===== src/rtl/up_axi_master_pkg.sv =====
`default_nettype none
// ============================================================================
// Module   : up_axi_master_pkg
// Brief    : Shared types and constants for the up-bus to AXI4-Lite master bridge.
// Revision : 1.0
// ============================================================================
package up_axi_master_pkg;

    typedef enum logic [2:0] {
        ST_IDLE    = 3'd0,
        ST_WR_ADDR = 3'd1,
        ST_WR_RESP = 3'd2,
        ST_RD_ADDR = 3'd3,
        ST_RD_DATA = 3'd4,
        ST_DONE    = 3'd5
    } state_e;

    localparam logic [1:0]  C_RESP_OKAY       = 2'b00;
    localparam logic [1:0]  C_RESP_SLVERR     = 2'b10;
    localparam int          C_TIMEOUT_DEFAULT = 255;
    localparam logic [31:0] C_TIMEOUT_RDATA   = 32'hDEADDEAD;

endpackage
`default_nettype wire


===== src/rtl/up_axi_master_timeout.sv =====
`default_nettype none
// ============================================================================
// Module   : up_axi_master_timeout
// Brief    : Response-phase watchdog; saturates at TIMEOUT_CYCLES and flags expiry.
// Revision : 1.0
// ============================================================================
module up_axi_master_timeout #(
    parameter int TIMEOUT_CYCLES = 255
) (
    input  logic clk,
    input  logic rst,
    input  logic i_clear,
    input  logic i_enable,
    output logic o_expire
);

    localparam int             CW      = $clog2(TIMEOUT_CYCLES + 1);
    localparam logic [CW-1:0]  C_LIMIT = CW'(TIMEOUT_CYCLES);

    logic [CW-1:0] cnt_q;
    logic [CW-1:0] cnt_d;

    always_comb begin
        cnt_d = cnt_q;
        if (i_clear) begin
            cnt_d = '0;
        end else if (i_enable && (cnt_q != C_LIMIT)) begin
            cnt_d = cnt_q + CW'(1);
        end
    end

    always_ff @(posedge clk) begin
        if (rst) begin
            cnt_q <= '0;
        end else begin
            cnt_q <= cnt_d;
        end
    end

    assign o_expire = i_enable && (cnt_q == C_LIMIT);

endmodule
`default_nettype wire


===== src/rtl/up_axi_master_bridge.sv =====
`default_nettype none
// ============================================================================
// Module   : up_axi_master_bridge
// Brief    : Turns single-word up-bus read/write pulses into AXI4-Lite transactions.
// Revision : 1.0
// ============================================================================
module up_axi_master_bridge
    import up_axi_master_pkg::*;
#(
    parameter int AXI_ADDRESS_WIDTH = 13,
    parameter int TIMEOUT_CYCLES    = C_TIMEOUT_DEFAULT
) (
    input  logic                         up_clk,
    input  logic                         up_rst,
    input  logic                         up_wreq,
    input  logic [AXI_ADDRESS_WIDTH-3:0] up_waddr,
    input  logic [31:0]                  up_wdata,
    output logic                         up_wack,
    output logic                         up_werr,
    input  logic                         up_rreq,
    input  logic [AXI_ADDRESS_WIDTH-3:0] up_raddr,
    output logic                         up_rack,
    output logic                         up_rerr,
    output logic [31:0]                  up_rdata,
    output logic                         up_busy,
    output logic                         up_overrun,
    output logic                         up_stray,
    output logic                         m_axi_awvalid,
    input  logic                         m_axi_awready,
    output logic [AXI_ADDRESS_WIDTH-1:0] m_axi_awaddr,
    output logic [2:0]                   m_axi_awprot,
    output logic                         m_axi_wvalid,
    input  logic                         m_axi_wready,
    output logic [31:0]                  m_axi_wdata,
    output logic [3:0]                   m_axi_wstrb,
    input  logic                         m_axi_bvalid,
    output logic                         m_axi_bready,
    input  logic [1:0]                   m_axi_bresp,
    output logic                         m_axi_arvalid,
    input  logic                         m_axi_arready,
    output logic [AXI_ADDRESS_WIDTH-1:0] m_axi_araddr,
    output logic [2:0]                   m_axi_arprot,
    input  logic                         m_axi_rvalid,
    output logic                         m_axi_rready,
    input  logic [31:0]                  m_axi_rdata,
    input  logic [1:0]                   m_axi_rresp
);

    localparam int AW = AXI_ADDRESS_WIDTH;

    state_e        state_q, state_d;
    logic          awvalid_q, awvalid_d, wvalid_q, wvalid_d, arvalid_q, arvalid_d;
    logic          aw_done_q, aw_done_d, w_done_q, w_done_d;
    logic [AW-1:0] awaddr_q, awaddr_d, araddr_q, araddr_d;
    logic [31:0]   wdata_q, wdata_d, rdata_q, rdata_d;
    logic          wack_q, wack_d, werr_q, werr_d, rack_q, rack_d, rerr_q, rerr_d;
    logic          overrun_q, overrun_d, stray_q, stray_d;

    logic          w_aw_hs, w_w_hs, w_ar_hs, w_b_hs, w_r_hs;
    logic          w_in_resp, w_expire;

    assign w_in_resp    = (state_q == ST_WR_RESP) || (state_q == ST_RD_DATA);
    // Ready is combinational from state but forced low while reset is held.
    assign m_axi_bready = !up_rst && ((state_q == ST_IDLE) || (state_q == ST_WR_RESP));
    assign m_axi_rready = !up_rst && ((state_q == ST_IDLE) || (state_q == ST_RD_DATA));

    assign w_aw_hs = awvalid_q && m_axi_awready;
    assign w_w_hs  = wvalid_q && m_axi_wready;
    assign w_ar_hs = arvalid_q && m_axi_arready;
    assign w_b_hs  = m_axi_bvalid && m_axi_bready;
    assign w_r_hs  = m_axi_rvalid && m_axi_rready;

    up_axi_master_timeout #(
        .TIMEOUT_CYCLES (TIMEOUT_CYCLES)
    ) u_timeout (
        .clk      (up_clk),
        .rst      (up_rst),
        .i_clear  (!w_in_resp),
        .i_enable (w_in_resp),
        .o_expire (w_expire)
    );

    always_comb begin
        state_d   = state_q;
        awvalid_d = awvalid_q;
        wvalid_d  = wvalid_q;
        arvalid_d = arvalid_q;
        aw_done_d = aw_done_q;
        w_done_d  = w_done_q;
        awaddr_d  = awaddr_q;
        araddr_d  = araddr_q;
        wdata_d   = wdata_q;
        overrun_d = overrun_q;
        stray_d   = stray_q;
        wack_d    = 1'b0;
        werr_d    = 1'b0;
        rack_d    = 1'b0;
        rerr_d    = 1'b0;
        rdata_d   = 32'h0;

        case (state_q)
            ST_IDLE: begin
                if (w_b_hs || w_r_hs) stray_d = 1'b1;
                if (up_wreq) begin
                    state_d   = ST_WR_ADDR;
                    awvalid_d = 1'b1;
                    wvalid_d  = 1'b1;
                    aw_done_d = 1'b0;
                    w_done_d  = 1'b0;
                    awaddr_d  = {up_waddr, 2'b00};
                    wdata_d   = up_wdata;
                    if (up_rreq) overrun_d = 1'b1;
                end else if (up_rreq) begin
                    state_d   = ST_RD_ADDR;
                    arvalid_d = 1'b1;
                    araddr_d  = {up_raddr, 2'b00};
                end
            end
            ST_WR_ADDR: begin
                if (w_aw_hs) begin
                    awvalid_d = 1'b0;
                    aw_done_d = 1'b1;
                end
                if (w_w_hs) begin
                    wvalid_d = 1'b0;
                    w_done_d = 1'b1;
                end
                if ((aw_done_q || w_aw_hs) && (w_done_q || w_w_hs)) state_d = ST_WR_RESP;
            end
            ST_WR_RESP: begin
                if (w_b_hs) begin
                    state_d = ST_DONE;
                    wack_d  = 1'b1;
                    werr_d  = (m_axi_bresp != C_RESP_OKAY);
                end else if (w_expire) begin
                    state_d = ST_DONE;
                    wack_d  = 1'b1;
                    werr_d  = 1'b1;
                end
            end
            ST_RD_ADDR: begin
                if (w_ar_hs) begin
                    arvalid_d = 1'b0;
                    state_d   = ST_RD_DATA;
                end
            end
            ST_RD_DATA: begin
                if (w_r_hs) begin
                    state_d = ST_DONE;
                    rack_d  = 1'b1;
                    rdata_d = m_axi_rdata;
                    rerr_d  = (m_axi_rresp != C_RESP_OKAY);
                end else if (w_expire) begin
                    state_d = ST_DONE;
                    rack_d  = 1'b1;
                    rdata_d = C_TIMEOUT_RDATA;
                    rerr_d  = 1'b1;
                end
            end
            ST_DONE: state_d = ST_IDLE;
            default: state_d = ST_IDLE;
        endcase

        if ((state_q != ST_IDLE) && (up_wreq || up_rreq)) overrun_d = 1'b1;
    end

    always_ff @(posedge up_clk) begin
        if (up_rst) begin
            state_q   <= ST_IDLE;
            awvalid_q <= 1'b0;
            wvalid_q  <= 1'b0;
            arvalid_q <= 1'b0;
            aw_done_q <= 1'b0;
            w_done_q  <= 1'b0;
            awaddr_q  <= '0;
            araddr_q  <= '0;
            wdata_q   <= 32'h0;
            rdata_q   <= 32'h0;
            wack_q    <= 1'b0;
            werr_q    <= 1'b0;
            rack_q    <= 1'b0;
            rerr_q    <= 1'b0;
            overrun_q <= 1'b0;
            stray_q   <= 1'b0;
        end else begin
            state_q   <= state_d;
            awvalid_q <= awvalid_d;
            wvalid_q  <= wvalid_d;
            arvalid_q <= arvalid_d;
            aw_done_q <= aw_done_d;
            w_done_q  <= w_done_d;
            awaddr_q  <= awaddr_d;
            araddr_q  <= araddr_d;
            wdata_q   <= wdata_d;
            rdata_q   <= rdata_d;
            wack_q    <= wack_d;
            werr_q    <= werr_d;
            rack_q    <= rack_d;
            rerr_q    <= rerr_d;
            overrun_q <= overrun_d;
            stray_q   <= stray_d;
        end
    end

    assign up_wack       = wack_q;
    assign up_werr       = werr_q;
    assign up_rack       = rack_q;
    assign up_rerr       = rerr_q;
    assign up_rdata      = rdata_q;
    assign up_busy       = (state_q != ST_IDLE);
    assign up_overrun    = overrun_q;
    assign up_stray      = stray_q;
    assign m_axi_awvalid = awvalid_q;
    assign m_axi_awaddr  = awaddr_q;
    assign m_axi_awprot  = 3'b000;
    assign m_axi_wvalid  = wvalid_q;
    assign m_axi_wdata   = wdata_q;
    assign m_axi_wstrb   = 4'hF;
    assign m_axi_arvalid = arvalid_q;
    assign m_axi_araddr  = araddr_q;
    assign m_axi_arprot  = 3'b000;

endmodule
`default_nettype wire


===== config.mk =====
export PLATFORM = sky130hd
export DESIGN_NAME = up_axi_master_bridge
export DESIGN_NICKNAME = d
export VERILOG_FILES = /design/src/rtl/up_axi_master_pkg.sv /design/src/rtl/up_axi_master_timeout.sv /design/src/rtl/up_axi_master_bridge.sv
export SDC_FILE = /design/constraint.sdc
export NUM_CORES = 1
export LEC_CHECK = 0
export ABC_AREA = 0
export BUFFER_PORTS_ARGS = -buffer_cell sky130_fd_sc_hd__buf_2
export CORE_UTILIZATION = 48
export DETAILED_ROUTE_END_ITERATION = 6
export PLACE_DENSITY = 0.85
export RECOVER_POWER = 100
export SYNTH_ARGS = -nofsm -noshare
export SYNTH_HDL_FRONTEND = slang
export SYNTH_SLANG_ARGS = --single-unit

===== constraint.sdc =====
create_clock -name up_clk -period 4.1 [get_ports up_clk]
set_input_delay 0.205 -clock up_clk [delete_from_list [all_inputs] [get_ports up_clk]]
set_output_delay 0.205 -clock up_clk [all_outputs]
set_load 0.02 [all_outputs]

# == After elaboration in Yosys (flattened, before gate mapping) ==
# Index checks and enable logic that the tools add are counted.
# totals
regBits,108
inputBits,99
# classes
n_addsub,1
eq_ne,14
muxes,32
bitwise_logic,4
reduce_logical,39
# ops
operator,n
32-bit two-way mux,2
3-bit two-way mux,7
1-bit two-way mux,17
3-bit case mux with 5 select lines,1
3-bit AND reduction,5
2-bit inequality test (second input constant),7
2-bit nonzero test,7
1-bit logical AND,11
1-bit case mux with 2 select lines,5
8-bit by 1-bit adder with 8-bit output (second input constant),1
8-bit equality test (second input constant),1
8-bit inequality test (second input constant),1
1-bit logical OR,7
3-bit by 2-bit equality test with 1-bit output (second input constant),2
2-bit OR reduction,3
1-bit inverter,4
2-bit AND reduction,2
4-bit AND reduction,1
3-bit by 1-bit equality test with 1-bit output (second input constant),1
3-bit equality test (second input constant),1
3-bit logical NOT,1
3-bit inequality test (second input constant),1
3-bit nonzero test,1
1-bit logical NOT,1

# == Logic depth before layout (Yosys ltp) ==
# logic_depth
word_depth,6
ltp_mapped,7
ltp_nobuf,5

# == By module ==
# Synthesis repeated with hierarchy kept, for this count alone.
# unflattened
hier_cells,438
hier_area_um2,4031.4
# modules_own_cells
module,instances,cells_each,area_per_inst_um2,seq_area_each_um2
up_axi_master_bridge,1,389,3597.2,2001.9
up_axi_master_timeout,1,49,434.2,160.2

# == Worst setup path after synthesis ==
# Ideal clock, no wire load.
# synth_timing
kind,register to register
from,reg state_q[2]
to,reg state_q[1]
setup_time_ns,0.115
t_arrival_ns,1.775
setup_slack_ns,2.209
path_stages_with_launch,6
path_buffers,1
path_cell_list,dfxtp_1 > clkbuf_1 > nor3_1 > a22oi_1 > a211o_1 > and3_1
# synth_between
elab_chain_cells,6
elab_cells_between_ends,21
# synth_rtl
element,line_no,text
"start, declared",up_axi_master_bridge.sv:51,"state_e state_q, state_d;"
"start signal, assigned",up_axi_master_bridge.sv:186,state_q <= state_d;
3-bit by 2-bit equality test with 1-bit output or 3-bit logical NOT (tied branches),up_axi_master_bridge.sv:64,assign m_axi_bready = !up_rst && ((state_q == ST_IDLE) || (state_q == ST_WR_RESP));
1-bit logical OR (*),up_axi_master_bridge.sv:64,
1-bit logical AND (*),up_axi_master_bridge.sv:64,
via m_axi_bready,up_axi_master_bridge.sv:37,"output logic m_axi_bready,"
1-bit logical AND (*),up_axi_master_bridge.sv:70,assign w_b_hs = m_axi_bvalid && m_axi_bready;
3-bit two-way mux (*),up_axi_master_bridge.sv:131,if (w_b_hs) begin
3-bit case mux with 5 select lines (*),up_axi_master_bridge.sv:101,case (state_q)
# Mark *: on every way through the listed nets, which the timed path passes. The rest lies on a longest branch.
# A chain may end at the register's enable or synchronous reset.

# == Worst setup path after layout ==
# layout_timing
from,reg state_q[1]
to,reg rerr_q (netlist: up_rerr)
# layout_between
elab_chain_cells,5
elab_cells_between_ends,12
# layout_rtl
element,line_no,text
3-bit by 2-bit equality test with 1-bit output (tied with other cells),up_axi_master_bridge.sv:62,assign w_in_resp = (state_q == ST_WR_RESP) || (state_q == ST_RD_DATA);
1-bit logical OR (on tied branches),"up_axi_master_bridge.sv:62, up_axi_master_bridge.sv:65",
1-bit logical AND (on tied branches),"up_axi_master_timeout.sv:40, up_axi_master_bridge.sv:65",
1-bit two-way mux or 1-bit logical AND (tied branches),"up_axi_master_bridge.sv:153, up_axi_master_bridge.sv:71",
1-bit two-way mux,up_axi_master_bridge.sv:148,if (w_r_hs) begin
"end signal, assigned",up_axi_master_bridge.sv:199,rerr_q <= rerr_d;
"end, declared",up_axi_master_bridge.sv:56,"logic wack_q, wack_d, werr_q, werr_d, rack_q, rack_d, rerr_q, rerr_d;"
# Several ways; a longest one is shown, not always the timed one.

==> flow_summary.json <==
{
  "status": "complete, but fails checks",
  "violations": "max-capacitance violations, max-slew violations",
  "whs_path_depth": 2,
  "slew_viol_final": 46,
  "cts.path.max_buffers": 2,
  "crit_required_ns": 4.40,
  "io_pins": 211,
  "hold_buffers": 0,
  "fin_crit_ns": 3.00,
  "avgSynthCellArea_um2": 9.07,
  "num_antenna_cells": 0,
  "cp.arrival_ns": 3.29,
  "cts_tree": "done",
  "peakVddDrop_uv": 339,
  "gp_congestion": 0.756,
  "grt_usage_pct": 21.1,
  "drtIter0Drc": 135,
  "grt_pass1_vias": 3273,
  "r2r_slack_ns": 1.10,
  "ant_nets": 0,
  "path_clk_slew_ns": 0.12,
  "synth_cell_types": 46,
  "avgRoutedWirePerCell_um": 13.0,
  "drt_wl_total_mm": 9.36,
  "clock.fmax_ghz": 0.334,
  "cts_made_buffers": 9,
  "grt_pass1_wl_mm": 14.3,
  "slew_headroom_pct": -24.8,
  "cts_resized": 0,
  "syn2layout_area_growth_pct": 25.2,
  "cts_setup_buffers": 0,
  "clock_latency_ns": 0.37,
  "via_count": 3515,
  "reg2reg_to": "up_rerr$_SDFF_PP0_",
  "timing.final.crit_share_pct": 73.1,
  "ys.flop_type": "dfxtp_1",
  "drtPass1Iterations": 4,
  "holdCritStartpoint": "m_axi_rdata[29]",
  "yosys_warnings": 0,
  "start_util_pct": 50.1,
  "worstSetupPathType": "flip-flop to flip-flop",
  "dieArea_um2": 8510,
  "synth_cells": 431,
  "hp-class": "input pin to flip-flop",
  "hold_violations": 0,
  "worstPathMaxFanout": 26,
  "max_cap_viol_count": 2,
  "postSynth.asyncResetShare_pct": 0,
  "worstMarginPinSlew_ns": 1.87,
  "drc": 0,
  "timing.setup.tns_ns": 0,
  "rows": 32,
  "p_leak_nw": 2.02,
  "synth_edf_count": 0,
  "grt_max_degree": 71,
  "rr_startpoint": "state_q[1]$_SDFFE_PP0P_",
  "portBuffers": 196,
  "die_w_um": 92.2,
  "cp-start-kind": "flip-flop",
  "crit_path_end_kind": "flip-flop",
  "multiInputGateArea_um2": 1530,
  "placed_area_um2": 4850,
  "design_area_um2": 4890,
  "fillers": 730,
  "htreeDepth": 3,
  "yosys_register_bits": 108,
  "setup_viol": 0,
  "worstRegToRegCells": 4,
  "layout-drive-gt1-share_pct": 19.1,
  "cts_sinks": 108,
  "core-area_um2": 7810,
  "die_h_um": 92.2,
  "synthesis.area_um2": 3910,
  "grt-ovfl-total": 0,
  "finalClockSkew_ns": 0.0213,
  "ff_latch_area_um2": 2160,
  "viasPerCell": 4.89,
  "power.density_nw_per_um2": 516,
  "seq_area_frac_synth_pct": 55.3,
  "antenna_found_initial": 0,
  "cts-root-buf": "clkbuf_8",
  "whs_endpoint": "up_rdata[29]$_SDFF_PP0_",
  "rsz0062_at_grt": "no",
  "dp_hpwl_mm": 6.80,
  "nets": 712
}
[flip-flops by register name, summed over array words and instances (netlist names)]
signal	count
up_werr	1
up_rdata	32
w_done_q	1
m_axi_wdata	32
up_overrun	1
up_rack	1
up_rerr	1
up_stray	1
m_axi_arvalid	1
u_timeout.cnt_q	8
m_axi_awaddr	11
aw_done_q	1
up_wack	1
m_axi_awvalid	1
m_axi_wvalid	1
state_q	3
m_axi_araddr	11
[worst max-delay path, stage by stage (launching register included)]
cell,delay [ns]
dfxtp_1,0.46
or4b_1,0.93
o21ai_0,0.25
nor3b_2,1.02
o31a_1,0.27
[layout by cell type (no fill, tap or decap), drive strengths merged, types with 2 or more instances in the layout]
cell      instances
nor3b             2
a311oi            2
o21ai             4
nor3              6
and3              2
a32oi             4
nand3             5
and2             11
clkinvlp          2
buf              99
nand2            94
nor2             30
inv               7
a31oi             2
or3               3
conb             14
clkbuf          109
nand4             3
xnor2             2
clkinv            3
nor2b             2
mux2i            12
o21a             23
a21oi            49
dfxtp           108
nand3b            2
[logic make-up after synthesis]
logic type               count (synthesis)  synth area share [%]
AO/OA/AOI/OAI                           93                  14.8
XOR/XNOR                                 3                 0.672
adder cells (fa/ha/maj)                  2                 0.576
buffers and inverters                   46                  6.53
flip-flops                             108                  55.3
multiplexers                            13                  3.36
other                                    2                 0.192
AND/OR/NAND/NOR                        164                  18.6
[cells in the mapped netlist, drive strengths merged (3+ instances only)]
| cell | number | share of area (%) |
|---|---|---|
| or3 | 3 | 0.48 |
| a21oi | 49 | 6.3 |
| clkbuf | 16 | 1.5 |
| nor3 | 6 | 0.77 |
| a32oi | 4 | 0.90 |
| nor2 | 30 | 2.9 |
| inv | 5 | 0.48 |
| buf | 25 | 4.5 |
| o21a | 23 | 4.4 |
| dfxtp | 108 | 55 |
| nand3 | 5 | 0.64 |
| and2 | 11 | 1.8 |
| nand2 | 94 | 9.0 |
| nand4 | 3 | 0.48 |
| o21ai | 4 | 0.61 |
| mux2i | 12 | 3.1 |
[layout make-up]
cell class | instances | area share (%)
inverter | 5 | 0.383
tap | 102 | 2.61
clock buffer | 9 | 2.53
multi-input combinational | 289 | 31.2
clock inverter | 7 | 1.28
sequential | 108 | 44.2
timing repair buffer | 199 | 17.8
[report_power, final]
group	switching [mW]	internal (mW)
clock	0.374	0.231
combinational	0.460	0.212
sequential	0.0896	1.16
[routing by layer]
| layer | up-vias | share of wire [%] | GRT usage [%] |
|---|---|---|---|
| li1 | 1776 | - | - |
| met1 | 1575 | 41 | 22.5 |
| met2 | 152 | 50 | 39.4 |
| met3 | 12 | 7.5 | 5.22 |
| met4 | 0 | 1.3 | 8.46 |
| met5 | - | 0 | 0 |
[metrics by stage]
| stage | hold slack [ns] | std cells | total power, mW | setup slack (ns) | util [%] |
|---|---|---|---|---|---|
| floorplan | 0.320 | 443 | 1.76 | 2.21 | - |
| global placement | 0.411 | 703 | 1.96 | 1.56 | 62.1 |
| detailed placement | 0.410 | 703 | 1.98 | 1.46 | 62.1 |
| CTS | 0.0229 | 719 | 2.58 | 1.44 | 64.5 |
| global route | 0.0259 | 719 | 2.67 | 0.720 | 62.7 |
| finish | 0.0286 | 719 | 2.53 | 1.10 | 62.7 |
[worst max path at each step]
stage,from,endpoint,slack [ns],cells past startpoint
global route,state_q[0]$_SDFFE_PP0P_,up_rerr$_SDFF_PP0_,0.72,4
global placement,state_q[0]$_SDFFE_PP0P_,up_rerr$_SDFF_PP0_,1.56,4
CTS,state_q[1]$_SDFFE_PP0P_,up_rerr$_SDFF_PP0_,1.44,4
floorplan,state_q[2]$_SDFFE_PP0P_,state_q[1]$_SDFFE_PP0P_,2.21,5
detailed placement,state_q[1]$_SDFFE_PP0P_,up_rerr$_SDFF_PP0_,1.46,4
finish,state_q[1]$_SDFFE_PP0P_,up_rerr$_SDFF_PP0_,1.10,4
No activity file was read; power rests on OpenSTA's default activity.
